### config.mk
export PLATFORM = sky130hd
export DESIGN_NAME = ht_cmd_traffic_gen
export DESIGN_NICKNAME = d
export VERILOG_FILES = /design/src/rtl/ht_cmd_traffic_gen.sv
export SDC_FILE = /design/constraint.sdc
export NUM_CORES = 1
export LEC_CHECK = 0
export BUFFER_PORTS_ARGS = -buffer_cell sky130_fd_sc_hd__buf_2
export CAP_MARGIN = 5
export CORE_ASPECT_RATIO = 1.25
export CORE_MARGIN = 3
export CORE_UTILIZATION = 45
export DETAILED_ROUTE_END_ITERATION = 12
export PLACE_DENSITY = 0.77
export REMOVE_ABC_BUFFERS = 1
export SYNTH_ARGS = -nofsm -noshare
export SYNTH_HDL_FRONTEND = slang
export SYNTH_SLANG_ARGS = --single-unit
### constraint.sdc
create_clock -name clk_i -period 3 [get_ports clk_i]
set_clock_uncertainty 0.2 [all_clocks]
set_input_delay 0.45 -clock clk_i [delete_from_list [all_inputs] [get_ports clk_i]]
set_output_delay 0.45 -clock clk_i [all_outputs]
set_load 0.005 [all_outputs]
### src/rtl/ht_cmd_traffic_gen.sv
// Hash-table command traffic generator: issues LFSR-driven INIT/SEARCH/INSERT/DELETE
// commands under valid/ready, capping commands still waiting for a result.
package ht_pkg;
   typedef enum logic [1:0] {
      OP_INIT   = 2'd0,
      OP_SEARCH = 2'd1,
      OP_INSERT = 2'd2,
      OP_DELETE = 2'd3
   } ht_opcode_t;
endpackage

module ht_cmd_traffic_gen
   import ht_pkg::*;
#(
   parameter int KEY_WIDTH       = 32,
   parameter int VALUE_WIDTH     = 16,
   parameter int BUCKET_WIDTH    = 8,
   parameter int CNT_WIDTH       = 16,
   parameter int MAX_OUTSTANDING = 8
) (
   input  logic                                 clk_i,
   input  logic                                 rst_i,
   input  logic                                 start_i,
   input  logic                                 abort_i,
   input  logic [1:0]                           mode_i,
   input  logic                                 init_first_i,
   input  logic                                 mixed_init_en_i,
   input  logic [CNT_WIDTH-1:0]                 cmd_cnt_i,
   input  logic [31:0]                          seed_i,
   input  logic [BUCKET_WIDTH-1:0]              bucket_base_i,
   input  logic [BUCKET_WIDTH-1:0]              bucket_mask_i,
   input  logic [KEY_WIDTH-BUCKET_WIDTH-1:0]    key_low_mask_i,
   output logic                                 cmd_valid_o,
   input  logic                                 cmd_ready_i,
   output ht_opcode_t                           cmd_opcode_o,
   output logic [KEY_WIDTH-1:0]                 cmd_key_o,
   output logic [VALUE_WIDTH-1:0]               cmd_value_o,
   input  logic                                 res_valid_i,
   output logic                                 res_ready_o,
   output logic                                 busy_o,
   output logic                                 done_o,
   output logic [CNT_WIDTH-1:0]                 cmds_sent_o,
   output logic [CNT_WIDTH-1:0]                 results_o,
   output logic [$clog2(MAX_OUTSTANDING+1)-1:0] outstanding_o
);

   localparam int LW  = KEY_WIDTH - BUCKET_WIDTH;
   localparam int OW  = $clog2(MAX_OUTSTANDING + 1);
   localparam int ROT = 16 % VALUE_WIDTH;
   localparam logic [31:0] TAPS = 32'h8020_0003;

   localparam logic [2:0] S_IDLE  = 3'd0;
   localparam logic [2:0] S_INIT  = 3'd1;
   localparam logic [2:0] S_RUN   = 3'd2;
   localparam logic [2:0] S_DRAIN = 3'd3;
   localparam logic [2:0] S_DONE  = 3'd4;

   logic [2:0]              state_q;
   logic [1:0]              mode_q;
   logic [BUCKET_WIDTH-1:0] base_q;
   logic [BUCKET_WIDTH-1:0] bmask_q;
   logic [LW-1:0]           kmask_q;
   logic [CNT_WIDTH-1:0]    rem_q;
   logic [31:0]             lfsr_q;
   logic                    pend_q;
   logic                    abort_q;
   ht_opcode_t              op_q;
   logic [KEY_WIDTH-1:0]    key_q;
   logic [VALUE_WIDTH-1:0]  val_q;
   logic [CNT_WIDTH-1:0]    sent_q;
   logic [CNT_WIDTH-1:0]    res_q;
   logic [OW-1:0]           outst_q;

   logic        full;
   logic        hs;
   logic        res_acc;
   logic        active;
   logic        abort_eff;
   logic        stop_now;
   logic        last;
   logic [31:0] lfsr_nx;
   logic [31:0] seed_eff;

   function automatic logic [31:0] lfsr_step(input logic [31:0] s);
      lfsr_step = s[0] ? ((s >> 1) ^ TAPS) : (s >> 1);
   endfunction

   function automatic logic [KEY_WIDTH-1:0] mk_key(
      input logic [31:0]             s,
      input logic [BUCKET_WIDTH-1:0] base,
      input logic [BUCKET_WIDTH-1:0] bmask,
      input logic [LW-1:0]           kmask
   );
      logic [LW-1:0]           low;
      logic [BUCKET_WIDTH-1:0] bkt;
      // low key field comes from lfsr[31:8], zero-extended or truncated
      for (int i = 0; i < LW; i++)
         low[i] = (i < 24) ? s[(8 + i) & 31] : 1'b0;
      bkt    = base | (s[BUCKET_WIDTH-1:0] & bmask);
      mk_key = {bkt, low & kmask};
   endfunction

   function automatic logic [VALUE_WIDTH-1:0] mk_val(input logic [31:0] s);
      for (int j = 0; j < VALUE_WIDTH; j++)
         mk_val[j] = s[(j + VALUE_WIDTH - ROT) % VALUE_WIDTH];
   endfunction

   function automatic ht_opcode_t mk_op(
      input logic [1:0] sel,
      input logic [1:0] mode,
      input logic       mix
   );
      if (mode == 2'd1) begin
         mk_op = OP_INSERT;
      end else begin
         case (sel)
            2'b00:   mk_op = OP_SEARCH;
            2'b01:   mk_op = OP_INSERT;
            2'b10:   mk_op = OP_DELETE;
            default: mk_op = (mode == 2'd2 && mix) ? OP_INIT : OP_SEARCH;
         endcase
      end
   endfunction

   always_comb begin
      full        = (outst_q == OW'(MAX_OUTSTANDING));
      cmd_valid_o = pend_q & ~(full & ~res_valid_i);
      hs          = cmd_valid_o & cmd_ready_i;
      res_acc     = res_valid_i & (outst_q != '0);
      active      = (state_q == S_INIT) || (state_q == S_RUN);
      abort_eff   = abort_i | abort_q;
      stop_now    = active & abort_eff & (~cmd_valid_o | hs);
      last        = (rem_q == CNT_WIDTH'(1));
      lfsr_nx     = lfsr_step(lfsr_q);
      seed_eff    = (seed_i == 32'h0) ? 32'h1 : seed_i;
   end

   always_ff @(posedge clk_i) begin
      if (rst_i) begin
         state_q <= S_IDLE;
         mode_q  <= 2'd0;
         base_q  <= '0;
         bmask_q <= '0;
         kmask_q <= '0;
         rem_q   <= '0;
         lfsr_q  <= 32'h1;
         pend_q  <= 1'b0;
         abort_q <= 1'b0;
         op_q    <= OP_INIT;
         key_q   <= '0;
         val_q   <= '0;
         sent_q  <= '0;
         res_q   <= '0;
         outst_q <= '0;
      end else begin
         if (hs && !res_acc)
            outst_q <= outst_q + 1'b1;
         else if (!hs && res_acc)
            outst_q <= outst_q - 1'b1;
         if (hs && !(&sent_q))
            sent_q <= sent_q + 1'b1;
         if (res_acc && !(&res_q))
            res_q <= res_q + 1'b1;

         case (state_q)
            S_IDLE: begin
               if (start_i) begin
                  mode_q  <= mode_i;
                  base_q  <= bucket_base_i;
                  bmask_q <= bucket_mask_i;
                  kmask_q <= key_low_mask_i;
                  rem_q   <= cmd_cnt_i;
                  lfsr_q  <= seed_eff;
                  abort_q <= 1'b0;
                  sent_q  <= '0;
                  res_q   <= '0;
                  if (init_first_i || mode_i == 2'd0) begin
                     state_q <= S_INIT;
                     pend_q  <= 1'b1;
                     op_q    <= OP_INIT;
                     key_q   <= '0;
                     val_q   <= '0;
                  end else if (cmd_cnt_i == '0) begin
                     state_q <= S_DRAIN;
                     pend_q  <= 1'b0;
                  end else begin
                     state_q <= S_RUN;
                     pend_q  <= 1'b1;
                     op_q    <= mk_op(seed_eff[31:30], mode_i, mixed_init_en_i);
                     key_q   <= mk_key(seed_eff, bucket_base_i,
                                       bucket_mask_i, key_low_mask_i);
                     val_q   <= mk_val(seed_eff);
                  end
               end
            end
            S_INIT: begin
               if (hs) begin
                  if (mode_q == 2'd0 || rem_q == '0 || abort_eff) begin
                     state_q <= S_DRAIN;
                     pend_q  <= 1'b0;
                  end else begin
                     // first run command uses the unadvanced seed
                     state_q <= S_RUN;
                     op_q    <= mk_op(lfsr_q[31:30], mode_q, mixed_init_en_i);
                     key_q   <= mk_key(lfsr_q, base_q, bmask_q, kmask_q);
                     val_q   <= mk_val(lfsr_q);
                  end
               end else if (stop_now) begin
                  state_q <= S_DRAIN;
                  pend_q  <= 1'b0;
               end else if (abort_i) begin
                  abort_q <= 1'b1;
               end
            end
            S_RUN: begin
               if (hs) begin
                  lfsr_q <= lfsr_nx;
                  rem_q  <= rem_q - 1'b1;
                  if (last || abort_eff) begin
                     state_q <= S_DRAIN;
                     pend_q  <= 1'b0;
                  end else begin
                     op_q  <= mk_op(lfsr_nx[31:30], mode_q, mixed_init_en_i);
                     key_q <= mk_key(lfsr_nx, base_q, bmask_q, kmask_q);
                     val_q <= mk_val(lfsr_nx);
                  end
               end else if (stop_now) begin
                  state_q <= S_DRAIN;
                  pend_q  <= 1'b0;
               end else if (abort_i) begin
                  abort_q <= 1'b1;
               end
            end
            S_DRAIN: begin
               if (outst_q == '0)
                  state_q <= S_DONE;
            end
            S_DONE: begin
               state_q <= S_IDLE;
            end
            default: begin
               state_q <= S_IDLE;
               pend_q  <= 1'b0;
            end
         endcase
      end
   end

   assign cmd_opcode_o  = op_q;
   assign cmd_key_o     = key_q;
   assign cmd_value_o   = val_q;
   assign res_ready_o   = 1'b1;
   assign busy_o        = (state_q != S_IDLE);
   assign done_o        = (state_q == S_DONE);
   assign cmds_sent_o   = sent_q;
   assign results_o     = res_q;
   assign outstanding_o = outst_q;

endmodule

# ---- After elaboration in Yosys (flattened, before gate mapping)
# Index checks and enable logic that the tools add are counted.
dict set report op_classes {
  eq_ne 28
  shift 0
  n_mul 0
  n_lt_le_gt_ge 0
  addsub 5
  div_mod_pow 0
  reduce_logical 41
  mux 72
  bitwise 22
}
# operator count
set ops {}
lappend ops {{32-bit 2-to-1 mux} 11}
lappend ops {{16-bit 2-to-1 mux} 15}
lappend ops {{32-bit one-hot mux with 3 select lines} 1}
lappend ops {{24-bit AND} 3}
lappend ops {{32-bit one-hot mux with 2 select lines} 1}
lappend ops {{16-bit one-hot mux with 3 select lines} 1}
lappend ops {{16-bit by 1-bit adder with 16-bit output, second input constant} 2}
lappend ops {{16-bit zero test} 2}
lappend ops {{32-bit zero test} 1}
lappend ops {{16-bit one-hot mux with 2 select lines} 1}
lappend ops {{16-bit AND reduction} 2}
lappend ops {{8-bit AND} 3}
lappend ops {{8-bit OR} 3}
lappend ops {{2-bit one-hot mux with 3 select lines} 4}
lappend ops {{2-bit 2-to-1 mux} 11}
lappend ops {{3-bit 2-to-1 mux} 6}
lappend ops {{16-bit by 1-bit == test with 1-bit output, second input constant} 1}
lappend ops {{1-bit 2-to-1 mux} 16}
lappend ops {{2-bit inequality test, second input constant} 8}
lappend ops {{16-bit by 1-bit subtractor with 16-bit output, second input constant} 1}
lappend ops {{3-bit one-hot mux with 4 select lines} 1}
lappend ops {{2-bit by 1-bit == test with 1-bit output, second input constant} 5}
lappend ops {{2-bit == test, second input constant} 5}
lappend ops {{2-bit zero test} 5}
lappend ops {{30 further kinds} 59}
dict set report word_totals {
  mem_bits_ro 0
  inputBits 98
  memories 0
  reg_bits 181
  word_cells 183
  mem_bits_rw 0
  latch_bits 0
}

# ---- Depth between registers and ports, before layout
# Gate-level depths: netlist of the first run.
dict set report depth {
  depth_word 10
  depth_mapped 11
  ltp_nobuf 11
}

# ---- Worst setup path after synthesis of the first run
# Ideal clock, no wire load.
dict set report synth_timing {
  path_kind {register to register}
  start {register outst_q[0] (netlist: outstanding_o[0])}
  end {register outst_q[3] (netlist: outstanding_o[3])}
  setup_time_ns 0.070
  setup_slack_ns 0.387
  synth_period_minus_slack_ns 2.613
  path_buffers 0
  arrival_time_ns 2.342
  path_stages_with_launch 11
  cell_sequence {dfxtp_1 > or3_1 > o21ai_0 > ha_1 > inv_1 > ha_1 > a21o_1 > a21oi_1 > xnor2_1 > or3_1 > a21oi_1}
}
dict set report synth_between {
  elab_chain_len 8
  elab_cells_between_ends 16
  cone_classes {add/sub: 2; eq/ne: 1; mux: 2; bitwise: 5; reduce/logical: 6}
}
# element line_no
set synth_lines {}
lappend synth_lines {{start, declared} 72} ;# logic [OW-1:0] outst_q;
lappend synth_lines {{start signal, assigned} 157} ;# outst_q <= outst_q + 1'b1;
lappend synth_lines {{start signal, assigned} 159} ;# outst_q <= outst_q - 1'b1;
lappend synth_lines {{4-bit == test} 126} ;# full = (outst_q == OW'(MAX_OUTSTANDING));
lappend synth_lines {{1-bit AND} 127} ;# cmd_valid_o = pend_q & ~(full & ~res_valid_i);
lappend synth_lines {{1-bit inverter} 127}
lappend synth_lines {{1-bit AND} 127}
lappend synth_lines {{1-bit AND} 128} ;# hs = cmd_valid_o & cmd_ready_i;
lappend synth_lines {{1-bit zero test} 158} ;# else if (!hs && res_acc)
lappend synth_lines {{1-bit logical AND} 158}
lappend synth_lines {{2-bit nonzero test (no line)} --}
# Parallel ways exist; a longest one is shown, timed or not. The select of a mux whose other input is x is not followed.
# A chain may end at the register's enable or synchronous reset.

# ---- Worst setup path in the final report of the first run
# Same ends and word-level chain as after synthesis.

==> results of run 1 <==
==> cell usage in the layout (no fill, tap or decap), types with 5 or more instances in the layout <==
master / netlist / final
o22ai_1: 6 / 6
a311oi_1: 30 / 30
nor3_1: 15 / 15
xnor2_1: 12 / 12
o21ai_0: 37 / 37
dfxtp_1: 181 / 181
or3_1: 7 / 7
a222oi_1: 6 / 6
a32oi_1: 23 / 23
xor2_1: 19 / 19
a21o_1: 10 / 10
a21oi_1: 93 / 93
nor2b_1: 6 / 6
nor2_1: 151 / 150
inv_1: 18 / 18
buf_2: 22 / 185
buf_12: 0 / 5
nand3_1: 10 / 10
buf_4: 1 / 17
nand2_1: 228 / 226
a22oi_1: 13 / 13
and4_1: 7 / 7
nor4_1: 15 / 15
nand4_1: 12 / 12
and3_1: 12 / 12
mux2i_1: 5 / 5
ha_1: 14 / 14
a211oi_1: 5 / 5
a211oi_2: 48 / 48
clkbuf_16: 0 / 17
==> worst paths after layout <==
check,slack [ns],startpoint,endpoint
min,0.07,bucket_base_i[6],base_q[6]$_SDFFE_PP0P_
min reg2reg,0.25,bmask_q[7]$_SDFFE_PP0P_,bmask_q[7]$_SDFFE_PP0P_
max,0.18,outstanding_o[0]$_SDFFE_PP0P_,outstanding_o[3]$_SDFFE_PP0P_
max reg2reg,0.18,outstanding_o[0]$_SDFFE_PP0P_,outstanding_o[3]$_SDFFE_PP0P_
==> critical path, cell delays in order, from the launching register on <==
cell and delay [ns]:
dfxtp_1 0.38, or3_1 0.45, o21ai_0 0.24, ha_1 0.23, inv_1 0.09, ha_1 0.28, a21o_1 0.17, a21oi_1 0.18
xnor2_1 0.09, or3_1 0.30, a21oi_1 0.13
==> cells in the mapped netlist (all sizes together), types with 5 or more instances <==
cell    instances
or3             7
nand4          12
and4            7
a32oi          23
nand3          10
nor2b           6
ha             14
nor3           17
xnor2          12
and3           12
a22oi          13
a21oi          95
o22ai           6
mux2i           5
o21ai          37
clkbuf         48
buf            33
nor4           15
a311oi         31
inv            18
a211oi         53
nand2         228
a21o           10
nor2          151
a222oi          6
xor2           19
dfxtp         181
==> metrics by stage <==
stage / power, mW / setup WS, ns / TNS (ns) / instance area, µm² / utilization [%]
4_1_cts: 8.847 / 0.1777 / 0 / 10790 / 55.01
5_1_grt: 9.385 / 0.01977 / 0 / 10790 / 55.04
3_5_place_dp: 6.632 / 0.2215 / 0 / 10210 / 52.08
6_report: 8.773 / 0.1799 / 0 / 10790 / 55.04
2_1_floorplan: 5.493 / -1.234 / -92.37 / 8685 / -
3_3_place_gp: 6.543 / 0.2697 / 0 / 10210 / 52.08
==> per-layer routing <==
layer / wire [µm] / GRT usage [%]
met5: 7 / 0
met4: 374 / 6.522
met3: 1718 / 5.728
met2: 12140 / 38.49
met1: 10820 / 27.81
==> cells by family after synthesis <==
group	Yosys count	synth area share, %
multiplexers	6	0.6752
other	1	0.04130
flip-flops	181	39.91
buffers and inverters	99	5.099
adder cells (fa/ha/maj)	15	2.150
AND/OR/NAND/NOR	488	23.72
AO/OA/AOI/OAI	304	25.42
XOR/XNOR	31	2.990
==> power breakdown <==
group | switching [mW] | internal (mW)
registers | 0.401 | 2.91
clock network | 1.06 | 1.13
logic | 1.95 | 1.32
total | 3.42 | 5.36
==> state kept, by name, summed over array words and instances, names as in the netlist, 8 cells and up <==
signal       cells
cmd_key_o       32
lfsr_q          32
kmask_q         24
cmd_value_o     16
cmds_sent_o     16
rem_q           16
results_o       16
base_q           8
bmask_q          8
==> area by class of cell <==
type | count | area [µm²]
Clock buffer | 18 | 439.2
Inverter | 18 | 67.56
Multi-Input combinational cell | 845 | 5027
Fill cell | 1826 | 8818
Timing Repair Buffer | 208 | 1165
Antenna cell | 2 | 5.005
Tap cell | 265 | 331.6
Sequential cell | 181 | 3623
Clock inverter | 14 | 135.1
==> results.yml, run 1 <==
grt:
  grt_max_degree: 95
  grt_overflow_total: 0
  antenna_found_initial: 3
  grt_use_total_pct: 22.41
  grt_pass1_vias: 8284
  grt_pass1_wl_mm: 40.73
run:
  max-cap-violations: 0
timing:
  finalSetupViolations: 0
  worst_pin_slew_ns: 0.7131
  period_minus_slack_ns: 2.820
  finalHoldViolCount: 0
  post-route-period-util_pct: 94.00
  slew_headroom_pct: 52.46
  holdWs_ns: 0.06609
  rsz0062_at_grt: "no"
  drv_slew: 0
  fmax_ghz: 0.3546
drt:
  wl_per_cell_um: 16.15
  dr.first_iter.drc_count: 537
  ant_nets: 0
  drc: 0
  num_vias: 8761
  drt_wl_total_mm: 25.06
  viasPerCell: 5.649
  dr.pass1.iters: 5
die:
  start_util_pct: 46.30
  core_um2: 19610
  die_x_um: 133.1
  die-area_um2: 21930
  pin_count: 188
  rows: 57
  dieHeight_um: 164.8
clock_tree:
  clock_path_buffers: 2
  cts_buffers: 17
  cts.clk_slew.worst_paths_ns: 0.08
  cts_post_setup_buffers_inserted: 0
  root_buffer: "clkbuf_16"
  cts_sinks: 181
  cts_hold_buf: 0
  cts_resized: 0
  clock_latency_ns: 0.43
  htreeDepth: 4
  cts_tree: "done"
synth:
  synth_top_area_share_pct: 39.91
  yosysWarnings: 0
  ys_seq_elements: 181
  yosysTopAreaCell: "dfxtp_1"
  netlist_top_cells_area: "dfxtp_1 (40%), nand2_1 (9.4%), a211oi_2 (6.6%), nor2_1 (6.2%), a21oi_1 (5.1%)"
  synth-main-ff-cell: "dfxtp_1"
  syn_area_per_cell_um2: 8.071
  synthCells: 1125
  ys_types: 69
  synth-edff-count: 0
  yosysSeqAreaShare_pct: 39.91
  syn_area_um2: 9080
  async_flop_share_pct: 0
setup_path:
  crit_path_end_kind: "flip-flop"
  critPathRequiredTime_ns: 3.17
  crit_arrival_ns: 2.99
  worstPathMaxFanout: 6
  criticalPathCategory: "flip-flop to flip-flop"
  reg2reg_depth: 10
  cp-start-kind: "flip-flop"
pwr:
  p_per_area_nw_per_um2: 812.7
  irDropWorstVdd_mv: 0.4586
  p_leak_nw: 4.398
worst_hold_path:
  whs_path_depth: 3
  hold_path_class: "input port to flip-flop"
placed_design:
  place_congestion: 0.9082
  dp.cells: 1517
  place_hpwl_mm: 17.52
  io_buffers: 186
cells_and_area:
  syn_to_final_growth_pct: 18.88
  fin_cells: 1551
  fin_nets: 1384
  drive_above_1_share_pct: 23.99
outcome:
  status: "finished clean"
Power figures use the tool's default switching activity.
==> run 2, diff against run 1 <==
--- a/config.mk
+++ b/config.mk
@@ -9,9 +9,9 @@
 export CAP_MARGIN = 5
 export CORE_ASPECT_RATIO = 1.25
 export CORE_MARGIN = 3
-export CORE_UTILIZATION = 45
+export CORE_UTILIZATION = 55
 export DETAILED_ROUTE_END_ITERATION = 12
-export PLACE_DENSITY = 0.77
+export PLACE_DENSITY = 0.89
 export REMOVE_ABC_BUFFERS = 1
 export SYNTH_ARGS = -nofsm -noshare
 export SYNTH_HDL_FRONTEND = slang
==> constraint.sdc (replaced) <==
create_clock -name clk_i -period 3.11 [get_ports clk_i]
set_clock_uncertainty 0.2 [all_clocks]
set_input_delay 0.4665 -clock clk_i [delete_from_list [all_inputs] [get_ports clk_i]]
set_output_delay 0.4665 -clock clk_i [all_outputs]
set_load 0.005 [all_outputs]
==> results.yml, run 2 (same netlist as run 1, synthesis figures left out) <==
setup_path:
  criticalPathCategory: "flip-flop to flip-flop"
  crit_path_end_kind: "flip-flop"
  crit_arrival_ns: 3.03
  worstPathMaxFanout: 7
  critPathRequiredTime_ns: 3.27
  cp-start-kind: "flip-flop"
timing:
  finalHoldViolCount: 0
  post-route-period-util_pct: 92.51
  fmax_ghz: 0.3476
  drv_slew: 0
  slew_headroom_pct: 49.84
  finalSetupViolations: 0
  fin_tns_setup_ns: 0
  period_minus_slack_ns: 2.877
  rsz0062_at_grt: "no"
  worst_pin_slew_ns: 0.7524
die:
  start_util_pct: 57.15
  rows: 51
  core_um2: 15890
  die-area_um2: 18100
  dieHeight_um: 149.7
  die_x_um: 120.9
  pin_count: 188
grt:
  antenna_found_initial: 3
  grt_use_total_pct: 27.33
  grt_pass1_vias: 8601
  grt_overflow_total: 0
  grt_pass1_wl_mm: 41.01
  grt_max_degree: 92
cells_and_area:
  syn_to_final_growth_pct: 18.60
  num_antenna_cells: 0
  fin_nets: 1383
  final_area_um2: 10770
  layout_commonest_cell: "nand2_1"
  fillCellCount: 1241
  final_cell_mix: "nand2_1 (226), buf_2 (185), dfxtp_1 (181), nor2_1 (150), a21oi_1 (93)"
  drive_above_1_share_pct: 23.87
drt:
  drc: 0
  drt_wl_total_mm: 24.87
  viasPerCell: 6.060
  wl_per_cell_um: 16.65
  dr.pass1.iters: 6
  num_vias: 9053
  ant_nets: 0
  dr.first_iter.drc_count: 849
placed_design:
  place_congestion: 0.9029
  place_hpwl_mm: 17.20
  postPlaceCellArea_um2: 10140
  io_buffers: 186
clock_tree:
  cts.clk_slew.worst_paths_ns: 0.07
  clock_latency_ns: 0.43
  cts_sinks: 181
  cts_buffers: 17
  cts_hold_buf: 0
  clock_path_buffers: 2
  root_buffer: "clkbuf_16"
  htreeDepth: 4
  cts_tree: "done"
outcome:
  status: "finished clean"
pwr:
  p_total_mw: 8.713
  irDropWorstVdd_mv: 0.4627
  p_leak_nw: 4.414
  p_per_area_nw_per_um2: 809.0
run:
  max-cap-violations: 0
worst_hold_path:
  hold_path_class: "input port to flip-flop"
run 2: cell count changes in the layout (fill, tap and decap cells not counted), sizes merged:
cell / delta
buf: -1
bufinv: +4
clkinv: -1
inv: -4
diode: -2
run 2: final timing paths:
| check | start | endpoint | slack, ns | cells after the start |
|---|---|---|---|---|
| setup / recovery | outstanding_o[3]$_SDFFE_PP0P_ | outstanding_o[3]$_SDFFE_PP0P_ | 0.23 | 11 |
| hold / removal | bucket_base_i[2] | base_q[2]$_SDFFE_PP0P_ | 0.08 | 3 |
| setup reg to reg | outstanding_o[3]$_SDFFE_PP0P_ | outstanding_o[3]$_SDFFE_PP0P_ | 0.23 | 11 |
| hold reg to reg | base_q[0]$_SDFFE_PP0P_ | base_q[0]$_SDFFE_PP0P_ | 0.25 | 2 |
run 2: metal layers:
metal | share of wire [%] | global-route usage, % | vias up
met3 | 8.5 | 6.616 | 66
met5 | 0.16 | 0 | -
met2 | 49 | 46.76 | 428
met4 | 2.2 | 10.20 | 6
met1 | 40 | 33.21 | 4256
li1 | - | - | 4297
run 2: report_power, final:
| part | internal [mW] | switching (mW) | total, mW |
|---|---|---|---|
| Combinational | 1.28 | 1.90 | 3.18 |
| Clock | 1.35 | 0.954 | 2.31 |
| Sequential | 2.81 | 0.413 | 3.22 |
run 2: stage by stage:
stage,instances,hold slack (ns),utilization [%],worst slack [ns]
after floorplan,1044,0.2260,-,-1.124
after global placement,1463,0.2387,63.82,0.3070
after detailed placement,1463,0.2434,63.82,0.2357
after CTS,1494,0.07043,67.75,0.1971
after global routing,1494,0.07677,67.78,0.01872
final,1494,0.08350,67.78,0.2331
run 2: worst max-delay path, stage by stage, from the launching register on:
cell and delay (ns):
dfxtp_1 0.43, nor2b_1 0.31, a21o_1 0.29, inv_1 0.11, ha_1 0.22, inv_1 0.12, ha_1 0.24, a21o_1 0.17
a21oi_1 0.17, xnor2_1 0.09, or3_1 0.30, a21oi_1 0.15
run 2: final cells by class:
| type | instances | area, µm² | area share, % |
|---|---|---|---|
| clock buffer | 18 | 429.2 | 3.985 |
| sequential | 181 | 3623 | 33.65 |
| clock inverter | 13 | 193.9 | 1.801 |
| inverter | 18 | 67.56 | 0.6274 |
| multi-input combinational | 845 | 5032 | 46.73 |
| timing repair buffer | 207 | 1157 | 10.75 |
| tap | 212 | 265.3 | 2.463 |
run 2: timing repair:
action / in CTS / in global routing
setup buffers: 0 / 0
resized for setup: 0 / 1
setup endpoints to repair: 0 / 1
==> run 3, diff against run 2 <==
--- a/config.mk
+++ b/config.mk
@@ -12,6 +12,7 @@
 export CORE_UTILIZATION = 55
 export DETAILED_ROUTE_END_ITERATION = 12
 export PLACE_DENSITY = 0.89
+export RECOVER_POWER = 25
 export REMOVE_ABC_BUFFERS = 1
 export SYNTH_ARGS = -nofsm -noshare
 export SYNTH_HDL_FRONTEND = slang
==> results.yml, run 3 (same netlist as run 1, synthesis figures left out) <==
cells_and_area:
  multi_input_area_um2: 5032
  layout_commonest_cell: "nand2_1"
  register_area_um2: 3623
  fin_nets: 1383
  fin_cells: 1494
  final_area_um2: 10720
  fillCellCount: 1269
  syn_to_final_growth_pct: 18.09
  final_cell_mix: "nand2_1 (226), dfxtp_1 (181), nor2_1 (150), buf_2 (148), a21oi_1 (93)"
  drive_above_1_share_pct: 20.98
  num_antenna_cells: 0
drt:
  drc: 0
  ant_nets: 0
  viasPerCell: 6.063
  dr.pass1.iters: 5
  dr.first_iter.drc_count: 790
  wl_per_cell_um: 16.65
  drt_wl_total_mm: 24.88
  num_vias: 9058
setup_path:
  cp_top_family: "compound AO/OA/AOI/OAI gates"
  path_buf_inv: 2
  cpPeakStageDelay_ns: 0.43
  criticalPathCategory: "flip-flop to flip-flop"
  worstPathMaxFanout: 7
  critPathRequiredTime_ns: 3.27
  cp-start-kind: "flip-flop"
  crit_path_end_kind: "flip-flop"
  cp_cell_sequence: "nor2b_1, a21o_1, inv_1, ha_1, inv_1, ha_1, a21o_1, a21oi_1, xnor2_1, or3_1, a21oi_1"
  crit_arrival_ns: 3.02
  slowest_stage: "dfxtp_1"
clock_tree:
  clock_path_buffers: 2
  root_buffer: "clkbuf_16"
  cts.clk_slew.worst_paths_ns: 0.07
  cts_buffers: 17
  cts_sinks: 181
  cts_tree: "done"
  htreeDepth: 4
  cts_hold_buf: 0
  clock_latency_ns: 0.43
grt:
  grt_pass1_wl_mm: 41.01
  antenna_found_initial: 3
  grt_max_degree: 92
  grt_overflow_total: 0
  grt_pass1_vias: 8601
  grt_use_total_pct: 27.33
timing:
  fmax_ghz: 0.3494
  drv_slew: 0
  worst_pin_slew_ns: 0.7588
  finalHoldViolCount: 0
  period_minus_slack_ns: 2.862
  finalSetupViolations: 0
  slew_headroom_pct: 49.42
  holdWs_ns: 0.07656
  rsz0062_at_grt: "no"
  fin_tns_setup_ns: 0
  post-route-period-util_pct: 92.04
  setup_ws_ns: 0.2476
placed_design:
  postPlaceCellArea_um2: 10140
  place_hpwl_mm: 17.20
  io_buffers: 186
  dp.cells: 1463
  place_congestion: 0.9029
  post-place-ws_ns: 0.2357
pwr:
  p_per_area_nw_per_um2: 809.8
  p_leak_nw: 4.266
  irDropWorstVdd_mv: 0.4640
die:
  pin_count: 188
  start_util_pct: 57.15
  dieHeight_um: 149.7
  die-area_um2: 18100
  die_x_um: 120.9
  core_um2: 15890
  rows: 51
worst_hold_path:
  hold_path_class: "input port to flip-flop"
run:
  max-cap-violations: 0
outcome:
  status: "finished clean"
[run 3: path summary, 6_finish.rpt]
kind	from	to	slack, ns	cells after the start
min reg2reg	base_q[0]$_SDFFE_PP0P_	base_q[0]$_SDFFE_PP0P_	0.25	2
min	bucket_base_i[2]	base_q[2]$_SDFFE_PP0P_	0.08	3
max	outstanding_o[3]$_SDFFE_PP0P_	outstanding_o[3]$_SDFFE_PP0P_	0.25	11
max reg2reg	outstanding_o[3]$_SDFFE_PP0P_	outstanding_o[3]$_SDFFE_PP0P_	0.25	11
[run 3: per-stage QoR]
stage / total power, mW / utilization, %
after detailed placement: 6.396 / 63.82
after global routing: 9.208 / 67.49
after CTS: 8.706 / 67.75
final: 8.684 / 67.49
after global placement: 6.269 / 63.82
after floorplan: 5.299 / -
[run 3: timing repair]
item,in CTS,in global routing
gates resized for setup,0,1
setup endpoints to repair,0,1
buffers inserted,0,0
[run 3: final cells by class]
type                    count  area share [%]
repair buffers            207           10.36
well taps                 212           2.474
clock buffers              18           4.002
clock inverters            13           1.809
flip-flops and latches    181           33.79
inverters                  18          0.6301
multi-input cells         845           46.93
[run 3: per-layer routing]
metal / track usage (%) / part of all wire (%)
met1: 33.21 / 40
met2: 46.76 / 49
met3: 6.616 / 8.6
met4: 10.20 / 2.1
met5: 0 / 0.16
[run 3: power by group]
part / total [mW] / internal [mW] / switching (mW)
clock network: 2.31 / 1.35 / 0.958
logic: 3.14 / 1.25 / 1.90
registers: 3.23 / 2.81 / 0.417
total: 8.68 / 5.41 / 3.27
[run 3: worst min-delay path, stage by stage]
cell and delay, ns:
buf_2 0.10, nand2_1 0.05, a21oi_1 0.05
